--- src/rtl/wb_unit_pkg.sv ---
// Shared widths, source encoding and queue entry layout for the writeback collector.
package wb_unit_pkg;

    localparam int unsigned REG_AW  = 5;
    localparam int unsigned DATA_W  = 32;
    localparam int unsigned WADDR_W = 32;

    typedef enum logic {
        SRC_ALU = 1'b0,
        SRC_LSU = 1'b1
    } src_e;

    typedef struct packed {
        logic [REG_AW-1:0] addr;
        logic [DATA_W-1:0] data;
    } wb_entry_t;

    function automatic src_e src_other(input src_e s);
        return (s == SRC_ALU) ? SRC_LSU : SRC_ALU;
    endfunction

endpackage

--- src/rtl/wb_unit_if.sv ---
// Result handshakes, regfile write port and pending-write query of the writeback collector.
interface wb_unit_if;
    import wb_unit_pkg::*;

    logic                 alu_valid_in;
    logic                 alu_ready_out;
    logic [REG_AW-1:0]    alu_addr_in;
    logic [DATA_W-1:0]    alu_data_in;
    logic                 lsu_valid_in;
    logic                 lsu_ready_out;
    logic [REG_AW-1:0]    lsu_addr_in;
    logic [DATA_W-1:0]    lsu_data_in;
    logic                 we_out;
    logic [WADDR_W-1:0]   w_addr_out;
    logic [DATA_W-1:0]    w_data_out;
    logic [REG_AW-1:0]    q_addr_in;
    logic                 q_pending_out;
    logic                 busy_out;

    modport master (
        output alu_valid_in, alu_addr_in, alu_data_in,
        output lsu_valid_in, lsu_addr_in, lsu_data_in,
        output q_addr_in,
        input  alu_ready_out, lsu_ready_out,
        input  we_out, w_addr_out, w_data_out,
        input  q_pending_out, busy_out
    );

    modport slave (
        input  alu_valid_in, alu_addr_in, alu_data_in,
        input  lsu_valid_in, lsu_addr_in, lsu_data_in,
        input  q_addr_in,
        output alu_ready_out, lsu_ready_out,
        output we_out, w_addr_out, w_data_out,
        output q_pending_out, busy_out
    );

endinterface

--- src/rtl/wb_unit_fifo.sv ---
// Per-source result FIFO with extra-MSB pointers and per-slot valid/addr taps for the query.
module wb_fifo
    import wb_unit_pkg::*;
#(
    parameter int unsigned DEPTH = 4
) (
    input  logic                          clk_in,
    input  logic                          rstn_in,
    input  logic                          push_in,
    input  wb_entry_t                     push_entry_in,
    input  logic                          pop_in,
    output wb_entry_t                     head_out,
    output logic                          full_out,
    output logic                          empty_out,
    output logic [DEPTH-1:0]              tap_vld_out,
    output logic [DEPTH-1:0][REG_AW-1:0]  tap_addr_out
);

    localparam int unsigned IDX_W = $clog2(DEPTH);
    localparam int unsigned PTR_W = IDX_W + 1;

    logic [PTR_W-1:0] wr_q, wr_d;
    logic [PTR_W-1:0] rd_q, rd_d;
    logic [PTR_W-1:0] count;
    logic [IDX_W-1:0] tap_off [DEPTH];
    wb_entry_t        mem_q [DEPTH];
    wb_entry_t        mem_d [DEPTH];

    assign head_out  = mem_q[rd_q[IDX_W-1:0]];
    assign empty_out = (wr_q == rd_q);
    assign full_out  = (wr_q[PTR_W-1] != rd_q[PTR_W-1]) &&
                       (wr_q[IDX_W-1:0] == rd_q[IDX_W-1:0]);
    assign count     = wr_q - rd_q;

    always_comb begin
        wr_d  = wr_q;
        rd_d  = rd_q;
        mem_d = mem_q;
        if (push_in) begin
            mem_d[wr_q[IDX_W-1:0]] = push_entry_in;
            wr_d = wr_q + PTR_W'(1);
        end
        if (pop_in) begin
            rd_d = rd_q + PTR_W'(1);
        end
    end

    // A slot is live when its distance from the read index is below the occupancy.
    always_comb begin
        for (int unsigned i = 0; i < DEPTH; i++) begin
            tap_off[i]      = IDX_W'(i) - rd_q[IDX_W-1:0];
            tap_vld_out[i]  = ({1'b0, tap_off[i]} < count);
            tap_addr_out[i] = mem_q[i].addr;
        end
    end

    always_ff @(posedge clk_in or negedge rstn_in) begin
        if (!rstn_in) begin
            wr_q <= '0;
            rd_q <= '0;
            for (int unsigned i = 0; i < DEPTH; i++) begin
                mem_q[i] <= '0;
            end
        end else begin
            wr_q  <= wr_d;
            rd_q  <= rd_d;
            mem_q <= mem_d;
        end
    end

endmodule

--- src/rtl/wb_unit.sv ---
// Writeback collector: two result FIFOs, round-robin arbiter and registered regfile write port.
module wb_unit
    import wb_unit_pkg::*;
#(
    parameter int unsigned DEPTH = 4
) (
    input  logic       clk_in,
    input  logic       rstn_in,
    input  logic       rdy_in,
    wb_unit_if.slave   bus
);

    logic                          alu_full, alu_empty, alu_push, alu_pop;
    logic                          lsu_full, lsu_empty, lsu_push, lsu_pop;
    wb_entry_t                     alu_head, lsu_head;
    logic [DEPTH-1:0]              alu_tap_vld, lsu_tap_vld;
    logic [DEPTH-1:0][REG_AW-1:0]  alu_tap_addr, lsu_tap_addr;

    src_e               rr_q, rr_d;
    logic               we_q, we_d;
    logic [REG_AW-1:0]  waddr_q, waddr_d;
    logic [DATA_W-1:0]  wdata_q, wdata_d;
    logic               q_hit;

    assign bus.alu_ready_out = rstn_in & rdy_in & ~alu_full;
    assign bus.lsu_ready_out = rstn_in & rdy_in & ~lsu_full;

    // x0 results complete the handshake but never enter a FIFO.
    assign alu_push = bus.alu_valid_in & bus.alu_ready_out & (bus.alu_addr_in != '0);
    assign lsu_push = bus.lsu_valid_in & bus.lsu_ready_out & (bus.lsu_addr_in != '0);

    wb_fifo #(.DEPTH(DEPTH)) u_alu_fifo (
        .clk_in        (clk_in),
        .rstn_in       (rstn_in),
        .push_in       (alu_push),
        .push_entry_in ('{addr: bus.alu_addr_in, data: bus.alu_data_in}),
        .pop_in        (alu_pop),
        .head_out      (alu_head),
        .full_out      (alu_full),
        .empty_out     (alu_empty),
        .tap_vld_out   (alu_tap_vld),
        .tap_addr_out  (alu_tap_addr)
    );

    wb_fifo #(.DEPTH(DEPTH)) u_lsu_fifo (
        .clk_in        (clk_in),
        .rstn_in       (rstn_in),
        .push_in       (lsu_push),
        .push_entry_in ('{addr: bus.lsu_addr_in, data: bus.lsu_data_in}),
        .pop_in        (lsu_pop),
        .head_out      (lsu_head),
        .full_out      (lsu_full),
        .empty_out     (lsu_empty),
        .tap_vld_out   (lsu_tap_vld),
        .tap_addr_out  (lsu_tap_addr)
    );

    always_comb begin
        alu_pop = 1'b0;
        lsu_pop = 1'b0;
        rr_d    = rr_q;
        we_d    = we_q;
        waddr_d = waddr_q;
        wdata_d = wdata_q;
        if (rdy_in) begin
            we_d = 1'b0;
            // rr_q only advances when both sources compete.
            if (!alu_empty && !lsu_empty) begin
                if (rr_q == SRC_ALU) alu_pop = 1'b1;
                else                 lsu_pop = 1'b1;
                rr_d = src_other(rr_q);
            end else if (!alu_empty) begin
                alu_pop = 1'b1;
            end else if (!lsu_empty) begin
                lsu_pop = 1'b1;
            end
            if (alu_pop) begin
                we_d    = 1'b1;
                waddr_d = alu_head.addr;
                wdata_d = alu_head.data;
            end else if (lsu_pop) begin
                we_d    = 1'b1;
                waddr_d = lsu_head.addr;
                wdata_d = lsu_head.data;
            end
        end
    end

    always_ff @(posedge clk_in or negedge rstn_in) begin
        if (!rstn_in) begin
            rr_q    <= SRC_ALU;
            we_q    <= 1'b0;
            waddr_q <= '0;
            wdata_q <= '0;
        end else begin
            rr_q    <= rr_d;
            we_q    <= we_d;
            waddr_q <= waddr_d;
            wdata_q <= wdata_d;
        end
    end

    always_comb begin
        q_hit = we_q && (waddr_q == bus.q_addr_in);
        for (int unsigned i = 0; i < DEPTH; i++) begin
            if (alu_tap_vld[i] && (alu_tap_addr[i] == bus.q_addr_in)) q_hit = 1'b1;
            if (lsu_tap_vld[i] && (lsu_tap_addr[i] == bus.q_addr_in)) q_hit = 1'b1;
        end
    end

    assign bus.q_pending_out = (bus.q_addr_in != '0) && q_hit;
    assign bus.busy_out      = ~alu_empty | ~lsu_empty | we_q;
    assign bus.we_out        = we_q;
    assign bus.w_addr_out    = {{(WADDR_W-REG_AW){1'b0}}, waddr_q};
    assign bus.w_data_out    = wdata_q;

endmodule

--- src/flat_wrapper.sv ---
// flat-port wrapper written by rule: the top's interface ports become plain ports
module wb_unit_flat import wb_unit_pkg::*;
#(
    parameter int unsigned DEPTH = 4
)
  (clk_in, rstn_in, rdy_in, bus_alu_valid_in, bus_alu_addr_in, bus_alu_data_in, bus_lsu_valid_in, bus_lsu_addr_in, bus_lsu_data_in, bus_q_addr_in, bus_alu_ready_out, bus_lsu_ready_out, bus_we_out, bus_w_addr_out, bus_w_data_out, bus_q_pending_out, bus_busy_out);
  wb_unit_if bus_i ();
  input  logic clk_in;
  input  logic rstn_in;
  input  logic rdy_in;
  input wire logic [$bits(bus_i.alu_valid_in)-1:0] bus_alu_valid_in;
  input wire logic [$bits(bus_i.alu_addr_in)-1:0] bus_alu_addr_in;
  input wire logic [$bits(bus_i.alu_data_in)-1:0] bus_alu_data_in;
  input wire logic [$bits(bus_i.lsu_valid_in)-1:0] bus_lsu_valid_in;
  input wire logic [$bits(bus_i.lsu_addr_in)-1:0] bus_lsu_addr_in;
  input wire logic [$bits(bus_i.lsu_data_in)-1:0] bus_lsu_data_in;
  input wire logic [$bits(bus_i.q_addr_in)-1:0] bus_q_addr_in;
  output wire logic [$bits(bus_i.alu_ready_out)-1:0] bus_alu_ready_out;
  output wire logic [$bits(bus_i.lsu_ready_out)-1:0] bus_lsu_ready_out;
  output wire logic [$bits(bus_i.we_out)-1:0] bus_we_out;
  output wire logic [$bits(bus_i.w_addr_out)-1:0] bus_w_addr_out;
  output wire logic [$bits(bus_i.w_data_out)-1:0] bus_w_data_out;
  output wire logic [$bits(bus_i.q_pending_out)-1:0] bus_q_pending_out;
  output wire logic [$bits(bus_i.busy_out)-1:0] bus_busy_out;
  assign bus_i.alu_valid_in = bus_alu_valid_in;
  assign bus_i.alu_addr_in = bus_alu_addr_in;
  assign bus_i.alu_data_in = bus_alu_data_in;
  assign bus_i.lsu_valid_in = bus_lsu_valid_in;
  assign bus_i.lsu_addr_in = bus_lsu_addr_in;
  assign bus_i.lsu_data_in = bus_lsu_data_in;
  assign bus_i.q_addr_in = bus_q_addr_in;
  assign bus_alu_ready_out = bus_i.alu_ready_out;
  assign bus_lsu_ready_out = bus_i.lsu_ready_out;
  assign bus_we_out = bus_i.we_out;
  assign bus_w_addr_out = bus_i.w_addr_out;
  assign bus_w_data_out = bus_i.w_data_out;
  assign bus_q_pending_out = bus_i.q_pending_out;
  assign bus_busy_out = bus_i.busy_out;
  wb_unit #(.DEPTH(DEPTH)) u_core (.clk_in(clk_in), .rstn_in(rstn_in), .rdy_in(rdy_in), .bus(bus_i));
endmodule
--- config.mk ---
export PLATFORM = sky130hd
export DESIGN_NAME = wb_unit_flat
export DESIGN_NICKNAME = d
export VERILOG_FILES = /design/src/rtl/wb_unit_pkg.sv /design/src/rtl/wb_unit_if.sv /design/src/rtl/wb_unit_fifo.sv /design/src/rtl/wb_unit.sv /design/src/flat_wrapper.sv
export SDC_FILE = /design/constraint.sdc
export NUM_CORES = 1
export LEC_CHECK = 0
export ABC_AREA = 1
export CELL_PAD_IN_SITES_DETAIL_PLACEMENT = 1
export CELL_PAD_IN_SITES_GLOBAL_PLACEMENT = 1
export CORE_MARGIN = 4
export CORE_UTILIZATION = 47
export CTS_CLUSTER_SIZE = 16
export DETAILED_ROUTE_END_ITERATION = 7
export PLACE_DENSITY = 0.88
export SYNTH_ARGS = -nofsm -noshare
export SYNTH_HDL_FRONTEND = slang
export SYNTH_SLANG_ARGS = --single-unit
--- constraint.sdc ---
create_clock -name clk_in -period 8.47 [get_ports clk_in]
set_input_delay 2.1175 -clock clk_in [delete_from_list [all_inputs] [get_ports clk_in]]
set_output_delay 2.1175 -clock clk_in [all_outputs]
set_load 0.03 [all_outputs]
# Yosys cells after proc, flatten, opt, wreduce, memory -nomap -nowiden
# Cells that the tools add are included.
[totals]
reg_bits = 347
in_bits = 84
elab_cells = 144
[op_classes]
add_sub_neg = 14
order_cmp = 14
eq_ne = 15
mux = 37
n_bitwise = 17
n_reduce_logical = 23
[op_table]
columns = ["cell", "n"]
rows = [
  ["148-bit bitwise mux", 2],
  ["37-bit 2-to-1 mux", 6],
  ["37-bit binary-select mux with 2-bit select", 2],
  ["37-bit demux with 2-bit select", 2],
  ["32-bit 2-to-1 mux", 2],
  ["5-bit == test", 9],
  ["2-bit by 3-bit less-than comparator with 1-bit output", 8],
  ["1-bit 2-to-1 mux", 21],
  ["1-bit logical AND", 15],
  ["5-bit nonzero test", 3],
  ["3-bit by 1-bit adder with 3-bit output (second input constant)", 4],
  ["3-bit >= comparator (second input constant)", 4],
  ["2-bit inverter with 3-bit output", 4],
  ["5-bit 2-to-1 mux", 2],
  ["1-bit by 2-bit subtractor with 2-bit output (first input constant)", 4],
  ["2-bit subtractor (first input constant)", 4],
  ["1-bit AND", 7],
  ["3-bit == test", 2],
  ["3-bit by 1-bit less-than comparator with 1-bit output (second input constant)", 2],
  ["3-bit subtractor", 2],
  ["2-bit == test", 2],
  ["1-bit inverter", 4],
  ["2-bit AND reduction", 2],
  ["1-bit zero test", 2],
  ["3 further kinds", 5],
]

# Depth between registers and ports, before layout
[logic_depth]
depth_word = 12
depth_mapped = 13
depth_no_buf = 13

# Cells and area by module
# Synthesis repeated with hierarchy kept, for this count alone.
[unflattened]
hier_cells = 2351
hier_area_um2 = 18253.8
[modules_own_cells]
columns = ["module", "n_inst", "cells_per_inst", "area_each_um2", "seq_area_each_um2"]
rows = [
  ["wb_fifo", 2, 955, 7709.9, 3853.7],
  ["wb_unit", 1, 441, 2834.0, 975.9],
]

# Worst setup path before layout
# Ideal clock, no wire load.
[synth_path]
kind = "input -> output"
startpoint = "input bus_q_addr_in[2]"
endpoint = "output bus_q_pending_out"
arrival_time_ns = 3.270
t_required_ns = 6.352
slack_ns = 3.082
cell_stages = 8
n_path_buf = 1
cell_sequence = "buf_2 -> inv_1 -> nor2_1 -> nor3_1 -> nand3_1 -> nor2_1 -> nor2_1 -> a21oi_1"
[synth_between]
elab_chain_len = 11
[synth_rtl]
columns = ["element", "line", "text"]
rows = [
  ["start: declaration", "flat_wrapper.sv:17", "input wire logic [$bits(bus_i.q_addr_in)-1:0] bus_q_addr_in;"],
  ["5-bit == test, on equally long branches", "wb_unit.sv:104, wb_unit.sv:106", ""],
  ["1-bit logical AND, on equally long branches", "wb_unit.sv:104, wb_unit.sv:106", ""],
  ["1-bit 2-to-1 mux", "wb_unit.sv:106", "if (alu_tap_vld[i] && (alu_tap_addr[i] == bus.q_addr_in)) q_hit = 1'b1;"],
  ["1-bit 2-to-1 mux", "wb_unit.sv:107", "if (lsu_tap_vld[i] && (lsu_tap_addr[i] == bus.q_addr_in)) q_hit = 1'b1;"],
  ["1-bit 2-to-1 mux", "wb_unit.sv:106", ""],
  ["1-bit 2-to-1 mux", "wb_unit.sv:107", ""],
  ["1-bit 2-to-1 mux", "wb_unit.sv:106", ""],
  ["1-bit 2-to-1 mux", "wb_unit.sv:107", ""],
  ["1-bit 2-to-1 mux", "wb_unit.sv:106", ""],
  ["1-bit 2-to-1 mux", "wb_unit.sv:107", ""],
  ["1-bit logical AND (*)", "wb_unit.sv:111", "assign bus.q_pending_out = (bus.q_addr_in != '0) && q_hit;"],
  ["end: declaration", "flat_wrapper.sv:23", "output wire logic [$bits(bus_i.q_pending_out)-1:0] bus_q_pending_out;"],
]
# Every way passes the cells marked *; elsewhere a longest branch is shown, timed or not.

# Worst setup path in the final report
[layout_path]
startpoint = "input bus_q_addr_in[1]"
endpoint = "output bus_q_pending_out"
# Same word-level chain as after synthesis.

==> out/metrics.csv <==
metric;value;unit
status;complete, no violations;
sequential-to-total area share from yosys stat;0.5200;
largest net degree at the start of global routing;180;
endpoints failing setup;0;
final wirelength;51.57;mm
Yosys cell types;37;
Synth Warn #;0;
Syn Area/Cell;8.607;um2
Die ar.;38610;um2
DRT antenna net count;0;
vias per cell;5.704;
Fmax achieved;151.2;MHz
RSZ-0062 raised after global routing;false;
Power Total;0.008196;W
Setup TNS Final;0;ns
synth top area cells;dfrtp_1 52%, o21ai_0 10%, nand2_1 9.3%;
max incr delay on CP;0.85;ns
critical path type;primary input to primary output;
Pins Over Slew Limit;0;
Final Skew;0.02556;ns
Synth-to-Final Area Change;14.39;%
startpoint types;primary input;
global route overflow;0;
Worst EP required;6.35;ns
# DRC;0;
Mapped Area;16700;um2
Longest Clk Path Bufs;3;
hpwl dp;31.91;mm
critical path endpoint category;primary output;
cell total after placement;2409;
Final Wtd Congestion;0.8749;
Final Net Count;2106;
Max-cap violations;0;
initial antenna violation count;2;
period utilisation layout;0.7809;
crit path cell chain;clkdlybuf4s50_1 -> inv_1 -> nand2_1 -> nand4_1 -> nor2_1 -> nand3_1 -> nand3_1 -> nor2_1 -> a21oi_1 -> clkdlybuf4s50_1;
most frequent cells in the layout;411 x nand2_1, 345 x dfrtp_1, 338 x o21ai_0, 165 x nor2_1, 146 x o21ai_1;
DRT Pass-1 Iters;5;
H-tree lvl count;2;
WP data arrival;4.50;ns
Rows;68;
first-pass GRT wire length;82.72;mm
Clock Latency Late Sink;0.54;ns
core area;34800;um2
Power Density;429.1;nW/um2
TritonCTS clock tree;done;
Die H;196.5;um
Ports;153;
worst-margin pin slew;1.068;ns
CTS-repair resized insts;0;
most common cell after layout, fill and taps aside;nand2_1;
TritonCTS Buffers;39;
WL/cell;20.80;um
#FFs+latches synth;347;
port bufs;125;
Ant. Diodes;0;
share of post-route cells with drive strength above 1;0.05731;
global-route usage over all layers;0.2632;
vias in the first global route;15020;
via count;14140;
CTS Root Cell;clkbuf_16;
Clock Sinks;347;
# hold bufs at CTS;0;
Hold WC Path Type;flop to flop;
final hold violations;0;
maximum vdd drop;185.0;uV
cells after synthesis;1940;
Post-Layout Cell Count;2479;
post-layout util;0.5489;
Tmin final;6.614;ns
initial core utilization;0.4799;
1st-iter DRT viols;1239;
relative slew slack;0.2883;
Leakage;9.038;nW
setup bufs post-CTS;0;
share of the synthesized area in the top cell type;0.5200;
CP Max Fanout;12;
Yosys top cell by area;dfrtp_1;
Clock transition at path regs;0.05;ns
CP max stage cell;clkdlybuf4s50_1;
chip width;196.5;um
-- sequential cells by signal (all words and copies together) (netlist names) --
| register | count |
|---|---|
| u_core.bus.w_data_out | 32 |
| u_core.bus.we_out | 1 |
| u_core.rr_q | 1 |
| u_core.u_alu_fifo.mem_q | 128 |
| u_core.u_alu_fifo.rd_q | 3 |
| u_core.u_alu_fifo.tap_addr_out | 20 |
| u_core.u_alu_fifo.wr_q | 3 |
| u_core.u_lsu_fifo.mem_q | 128 |
| u_core.u_lsu_fifo.rd_q | 3 |
| u_core.u_lsu_fifo.tap_addr_out | 20 |
| u_core.u_lsu_fifo.wr_q | 3 |
| u_core.waddr_q | 5 |
-- synth_stat cells, drive strengths merged --
master	instances
o21ai	485
a31oi	1
nor2	168
buf	117
clkbuf	40
nand4	4
o221ai	11
o21a	22
a21oi	17
o22ai	57
o31ai	2
nand3	26
nand2	424
conb	1
nand3b	3
fa	2
o211ai	11
xnor2	10
dfrtp	347
o22a	1
o21bai	4
inv	128
ha	25
xor2	30
nor3	4
-- kinds of logic after synthesis --
family          Yosys count  synth area share
flops                   347            0.5200
fa+ha+maj                27           0.02113
buf+inv                 285           0.09119
other cells               1         0.0002246
simple gates            629            0.1486
compound gates          611            0.1979
xor+xnor                 40           0.02098
-- through the flow --
stage	hold slack (ns)	area (um2)	worst slack (ns)
after floorplan	0.4478	16800	3.082
after global placement	0.4606	17750	1.854
after detailed placement	0.4699	17750	1.861
after CTS	0.4851	19100	1.861
after global routing	0.5054	19100	1.617
final	0.4812	19100	1.856
-- final timing paths --
check	end	slack [ns]	from	cells past startpoint
max	bus_q_pending_out	1.86	bus_q_addr_in[1]	10
min	u_core.u_alu_fifo.mem_q[91]$_DFFE_PN0P_	0.48	u_core.u_alu_fifo.mem_q[91]$_DFFE_PN0P_	2
max reg2reg	u_core.u_alu_fifo.mem_q[94]$_DFFE_PN0P_	5.30	u_core.u_alu_fifo.rd_q[1]$_DFFE_PN0P_	10
min reg2reg	u_core.u_alu_fifo.mem_q[91]$_DFFE_PN0P_	0.48	u_core.u_alu_fifo.mem_q[91]$_DFFE_PN0P_	2
max in group asynchronous	u_core.u_alu_fifo.rd_q[0]$_DFFE_PN0P_	5.24	rstn_in	2
min in group asynchronous	u_core.u_lsu_fifo.wr_q[0]$_DFFE_PN0P_	1.61	rstn_in	1
-- worst max-delay path: cells and delay by family --
family | cells | cell delay (ns)
and+or+nand+nor | 6 | 0.49
buffers and inverters | 3 | 1.73
AOI/OAI and AO/OA | 1 | 0.15
-- report_power, final --
| part | switching, W | total [W] | internal, W |
|---|---|---|---|
| combinational | 0.00229 | 0.00348 | 0.00120 |
| sequential | 0.000543 | 0.00295 | 0.00241 |
| clock | 0.000695 | 0.00176 | 0.00106 |
-- cell type report --
cell class	count	area, um2
flip-flops and latches	347	8686
fillers	4052	15700
multi-input cells	1334	6598
clock inverters	13	161.4
clock buffers	57	1185
inverters	128	483.0
well taps	455	569.3
repair buffers	145	1419
-- layer usage --
layer | track usage | share of wire
met2 | 0.4385 | 0.48
met4 | 0.06775 | 0.027
met3 | 0.04274 | 0.055
met1 | 0.3630 | 0.43
met5 | 0 | 0.00050
Power figures use the tool's default switching activity.
